--- src/rtl/obi_mem_arbiter.sv ---
// obi_mem_arbiter: shares one OBI memory port between the instruction and data
// interfaces of the core. Address phases are arbitrated round-robin. A stalled
// address phase stays locked to its requester until the memory grants it.
// Responses are steered back through an ordered ID FIFO of in-flight transactions.
module obi_mem_arbiter #(
    parameter int unsigned MAX_OUTSTANDING = 2
) (
    input  logic        clk_i,
    input  logic        rst_i,

    input  logic        instr_req_i,
    output logic        instr_gnt_o,
    input  logic [31:0] instr_addr_i,
    output logic        instr_rvalid_o,
    output logic [31:0] instr_rdata_o,

    input  logic        data_req_i,
    output logic        data_gnt_o,
    input  logic [31:0] data_addr_i,
    input  logic        data_we_i,
    input  logic [3:0]  data_be_i,
    input  logic [31:0] data_wdata_i,
    output logic        data_rvalid_o,
    output logic [31:0] data_rdata_o,

    output logic        mem_req_o,
    input  logic        mem_gnt_i,
    output logic [31:0] mem_addr_o,
    output logic        mem_we_o,
    output logic [3:0]  mem_be_o,
    output logic [31:0] mem_wdata_o,
    input  logic        mem_rvalid_i,
    input  logic [31:0] mem_rdata_i,

    output logic        err_o
);

    localparam int unsigned PTR_W = (MAX_OUTSTANDING > 1) ? $clog2(MAX_OUTSTANDING) : 1;
    localparam int unsigned CNT_W = $clog2(MAX_OUTSTANDING + 1);
    localparam logic [PTR_W-1:0] PTR_LAST = PTR_W'(MAX_OUTSTANDING - 1);
    localparam logic [CNT_W-1:0] CNT_FULL = CNT_W'(MAX_OUTSTANDING);

    // Requester identifiers as stored in the ID FIFO and round-robin pointer.
    localparam logic SEL_DATA  = 1'b0;
    localparam logic SEL_INSTR = 1'b1;

    logic                       lock_q, lock_d;
    logic                       lockSel_q, lockSel_d;
    logic                       rrPrio_q, rrPrio_d;
    logic [MAX_OUTSTANDING-1:0] idFifo_q, idFifo_d;
    logic [PTR_W-1:0]           wrPtr_q, wrPtr_d;
    logic [PTR_W-1:0]           rdPtr_q, rdPtr_d;
    logic [CNT_W-1:0]           count_q, count_d;
    logic                       err_q, err_d;

    logic sel;
    logic selReq;
    logic fifoFull;
    logic fifoEmpty;
    logic accept;
    logic pop;
    logic headId;

    // Pick the requester that owns the shared port this cycle: a stalled
    // address phase keeps its owner, otherwise a lone requester wins and a
    // tie goes to whoever the round-robin pointer favours.
    always_comb begin
        sel = SEL_DATA;
        if (lock_q) begin
            sel = lockSel_q;
        end else if (instr_req_i && data_req_i) begin
            sel = rrPrio_q;
        end else if (instr_req_i) begin
            sel = SEL_INSTR;
        end else begin
            sel = SEL_DATA;
        end
    end

    // Full is judged on registered occupancy only, so a response arriving in
    // the same cycle never opens the request path combinationally.
    assign fifoFull  = (count_q == CNT_FULL);
    assign fifoEmpty = (count_q == '0);

    assign selReq      = (sel == SEL_INSTR) ? instr_req_i : data_req_i;
    assign mem_req_o   = selReq & ~fifoFull;
    assign mem_addr_o  = (sel == SEL_INSTR) ? instr_addr_i : data_addr_i;
    assign mem_we_o    = (sel == SEL_INSTR) ? 1'b0 : data_we_i;
    assign mem_be_o    = (sel == SEL_INSTR) ? 4'hF : data_be_i;
    assign mem_wdata_o = (sel == SEL_INSTR) ? 32'h0 : data_wdata_i;

    assign accept      = mem_req_o & mem_gnt_i;
    assign instr_gnt_o = accept & (sel == SEL_INSTR);
    assign data_gnt_o  = accept & (sel == SEL_DATA);

    // Responses come back in order, so the FIFO head names their owner.
    assign pop            = mem_rvalid_i & ~fifoEmpty;
    assign headId         = idFifo_q[rdPtr_q];
    assign instr_rvalid_o = pop & (headId == SEL_INSTR);
    assign data_rvalid_o  = pop & (headId == SEL_DATA);
    assign instr_rdata_o  = mem_rdata_i;
    assign data_rdata_o   = mem_rdata_i;

    assign err_o = err_q;

    // Next-state for lock, round-robin pointer, ID FIFO and the sticky error.
    always_comb begin
        lock_d    = lock_q;
        lockSel_d = lockSel_q;
        rrPrio_d  = rrPrio_q;
        idFifo_d  = idFifo_q;
        wrPtr_d   = wrPtr_q;
        rdPtr_d   = rdPtr_q;
        count_d   = count_q;
        err_d     = err_q;

        if (mem_gnt_i) begin
            lock_d = 1'b0;
        end else if (mem_req_o) begin
            lock_d    = 1'b1;
            lockSel_d = sel;
        end

        if (accept) begin
            idFifo_d[wrPtr_q] = sel;
            wrPtr_d  = (wrPtr_q == PTR_LAST) ? '0 : wrPtr_q + 1'b1;
            rrPrio_d = ~sel;
        end

        if (pop) begin
            rdPtr_d = (rdPtr_q == PTR_LAST) ? '0 : rdPtr_q + 1'b1;
        end

        if (mem_rvalid_i && fifoEmpty) begin
            err_d = 1'b1;
        end

        case ({accept, pop})
            2'b10:   count_d = count_q + 1'b1;
            2'b01:   count_d = count_q - 1'b1;
            default: count_d = count_q;
        endcase
    end

    // State registers with synchronous reset; data is favoured first after reset.
    always_ff @(posedge clk_i) begin
        if (rst_i) begin
            lock_q    <= 1'b0;
            lockSel_q <= SEL_DATA;
            rrPrio_q  <= SEL_DATA;
            idFifo_q  <= '0;
            wrPtr_q   <= '0;
            rdPtr_q   <= '0;
            count_q   <= '0;
            err_q     <= 1'b0;
        end else begin
            lock_q    <= lock_d;
            lockSel_q <= lockSel_d;
            rrPrio_q  <= rrPrio_d;
            idFifo_q  <= idFifo_d;
            wrPtr_q   <= wrPtr_d;
            rdPtr_q   <= rdPtr_d;
            count_q   <= count_d;
            err_q     <= err_d;
        end
    end

endmodule

--- config.mk ---
export PLATFORM = sky130hd
export DESIGN_NAME = obi_mem_arbiter
export DESIGN_NICKNAME = d
export VERILOG_FILES = /design/src/rtl/obi_mem_arbiter.sv
export SDC_FILE = /design/constraint.sdc
export NUM_CORES = 1
export LEC_CHECK = 0
export CAP_MARGIN = 10
export CORE_AREA = 4 4 106 108
export CTS_CLUSTER_SIZE = 14
export DETAILED_ROUTE_END_ITERATION = 6
export DIE_AREA = 0 0 110 112
export GPL_ROUTABILITY_DRIVEN = 0
export PLACE_DENSITY = 0.61
export SLEW_MARGIN = 5
export SYNTH_ARGS = -nofsm -noshare
export SYNTH_HDL_FRONTEND = slang
export SYNTH_SLANG_ARGS = --single-unit
--- constraint.sdc ---
create_clock -name clk_i -period 2.9 [get_ports clk_i]
set_input_delay 0.725 -clock clk_i [delete_from_list [all_inputs] [get_ports clk_i]]
set_output_delay 0.725 -clock clk_i [all_outputs]
set_load 0.05 [all_outputs]
==> out/qor.yml <==
synth:
  synth_seq_cells: 10
  yosysMostFrequentCell: "buf_4"
  ys_dominant_reg_cell: "dfxtp_1"
  synth_fp_nets: 340
  synth_top_cell_by_area: "buf_4"
  yosysTopAreaCellShare_pct: 28.3
  synth-async-reset-ratio_pct: 0
  netlist_area_um2: 1700
  ys_seq_area_share_pct: 11.8
  synth_cell_types: 31
  synthCells: 200
  synth_edf_count: 0
  syn_avg_cell_area_um2: 8.50
  netlist_top_cells_count: "buf_4 (64), and2_1 (33), mux2_4 (18)"
  netlist_top_cells_area: "buf_4 (28%), mux2_4 (16%), and2_1 (12%), dfxtp_1 (12%), mux2_2 (9.3%)"
  ys_warn_count: 0
status:
  status: "completed"
timing:
  fmax_mhz: 352
  timing.hold.ws_ps: 473
  hold_violations: 0
  drv_slew: 0
  final.setup.tns_ps: 0
  rsz0062_at_grt: "false"
  final-setup-viol-count: 0
  slew_headroom_pct: 66.4
  worst_pin_slew_ps: 499
  timing.final.crit_period_ps: 2840
  fin_crit_sh_pct: 98.1
  fin_skew_ps: 1.63
pwr:
  irDropWorstVdd_uv: 182
  internal_power_w: 0.00101
  swShare_pct: 45.2
  seqPwrFrac_pct: 11.1
  clockPowerShare_pct: 9.4
  cellLeakagePower_nw: 1.64
  pwr-share-comb_pct: 79.5
  p_total_w: 0.00184
  power_density_nw_per_um2: 485
  p_switching_w: 0.000834
drt:
  first_pass_iters: 4
  antenna_left: 0
  top_layer: "met4"
  routedWlPerCell_um: 16.8
  drc: 0
  drtIter0Drc: 73
  vias: 1756
  finalWirelength_um: 7720
  avgViaCountPerCell: 3.83
  wl_met2_um: 3680
  dr_wl_met3_um: 1010
  wl_met1_um: 2860
floorplanning:
  core.rowCount: 37
  die_w_um: 110
  die_h_um: 112
  die_area_um2: 12300
  core_um2: 10200
  io_pins: 278
  start_util_pct: 16.6
setup_path:
  worstPathArrival_ps: 2120
  criticalPathCategory: "input pin to output port"
  crit_buf_inv: 4
  end_kind: "output port"
  cp-start-kind: "input pin"
  crit_slowest_cell: "o31a_4"
  crit_fanout: 9
  worstPathRequired_ps: 2170
  path_cells: "clkdlybuf4s15_1, inv_2, o31a_4, bufbuf_16, mux2_4, buf_4"
  cp_top_family: "buffers and inverters"
  slowest_delay_ps: 360
clock_tree:
  cts_buffer_depth: 2
  cts.htree.levels: 1
  cts_buffers: 3
  clk-insertion-delay-late_ps: 230
  path_clk_slew_ps: 50
  cts_tree: "done"
  clock-sinks: 10
  root_buffer: "clkbuf_8"
global_route:
  antenna_found_initial: 0
  overflow: 0
  grt_max_degree: 20
  grt_pass1_wl_um: 10700
  gr-usage-all-layers_pct: 11.4
  grt_pass1_vias: 1860
finish:
  fin_util_pct: 37.2
  n_antenna_cell: 0
  area_growth_pct: 124
  final_nets: 464
  layoutNonFillerInstCount: 459
  drive_above_1_share_pct: 41.8
placement:
  portBuffers: 181
  post-dp-hpwl_um: 6150
  placedCellCount: 449
job:
  cap_violations: 0
worst_hold_path:
  hp-class: "register to register"
metrics by stage:
step / area, µm² / setup WS (ps)
floorplan: 1710 / 136
global route: 3800 / 15.8
global placement: 3520 / -227
detailed placement: 3520 / -251
CTS: 3780 / 28.8
finish: 3800 / 55.8
kinds of logic (layout without fill, tap and decap cells):
logic type | Yosys count | count (layout) | synth area share [%]
XOR/XNOR | 3 | 3 | 1.55
buffers and inverters | 78 | 201 | 33.2
adder cells (fa/ha/maj) | 1 | 1 | 0.736
AND/OR/NAND/NOR | 58 | 58 | 19.6
AO/OA/AOI/OAI | 17 | 17 | 7.43
multiplexers | 33 | 33 | 25.8
flip-flops | 10 | 10 | 11.8
flip-flops by register name, summed over array words and instances, names as in the netlist:
signal     cells
idFifo_q       2
lock_q         1
rrPrio_q       1
lockSel_q      1
wrPtr_q        1
err_o          1
count_q        2
rdPtr_q        1
worst min-delay path, stage by stage (launching register included):
cell and delay, ps:
dfxtp_1 310, nand2_1 50, a21oi_1 50
layer usage:
metal / vias to the layer above / global-route usage [%]
li1: 836 / -
met1: 767 / 13.3
met2: 128 / 19.7
met3: 25 / 3.65
met4: 0 / 3.08
met5: - / 0
path summary, 6_finish.rpt:
| check | startpoint | end | slack [ps] | cells past startpoint |
|---|---|---|---|---|
| max | instr_req_i | mem_addr_o[14] | 60 | 6 |
| min | rrPrio_q | rrPrio_q | 470 | 2 |
| max reg2reg | lock_q | count_q[1] | 890 | 7 |
| min reg2reg | rrPrio_q | rrPrio_q | 470 | 2 |
power groups by stage:
stage	Clock, W	Combinational [W]	Sequential (W)
floorplan	0	0.000989	0.000211
global placement	0	0.00136	0.000204
detailed placement	0	0.00137	0.000206
CTS	0.000177	0.00147	0.000205
global route	0.000184	0.00154	0.000210
finish	0.000174	0.00147	0.000205
cell type report:
class                      count  area (µm²)
fill                        1009        6430
multi-input combinational    112         971
tap                          136         170
timing repair buffer         192        2390
clock buffer                   4        55.1
sequential                    10         200
inverter                       5        18.8
what timing repair did:
item / in CTS / in global routing
cloned: 4 / 0
pin swaps: 1 / 1
endpoints found under the hold margin: 0 / 0
buffers inserted: 2 / 0
endpoints found under the setup margin: 71 / 14
hold buffers: 0 / 0
gates resized for setup: 21 / 9
cell usage in the layout, fill, tap and decap left out, drive strengths merged, types with 2 or more instances in the layout:
| cell type | count |
|---|---|
| nand2 | 5 |
| mux2 | 32 |
| xor2 | 2 |
| inv | 5 |
| and2 | 33 |
| a311oi | 2 |
| dfxtp | 10 |
| bufbuf | 3 |
| clkbuf | 4 |
| nor2b | 3 |
| clkdlybuf4s50 | 105 |
| buf | 83 |
| o21ai | 2 |
| nand2b | 5 |
| a21oi | 6 |
| nor2 | 8 |
| a211oi | 2 |
Power figures use the tool's default switching activity.
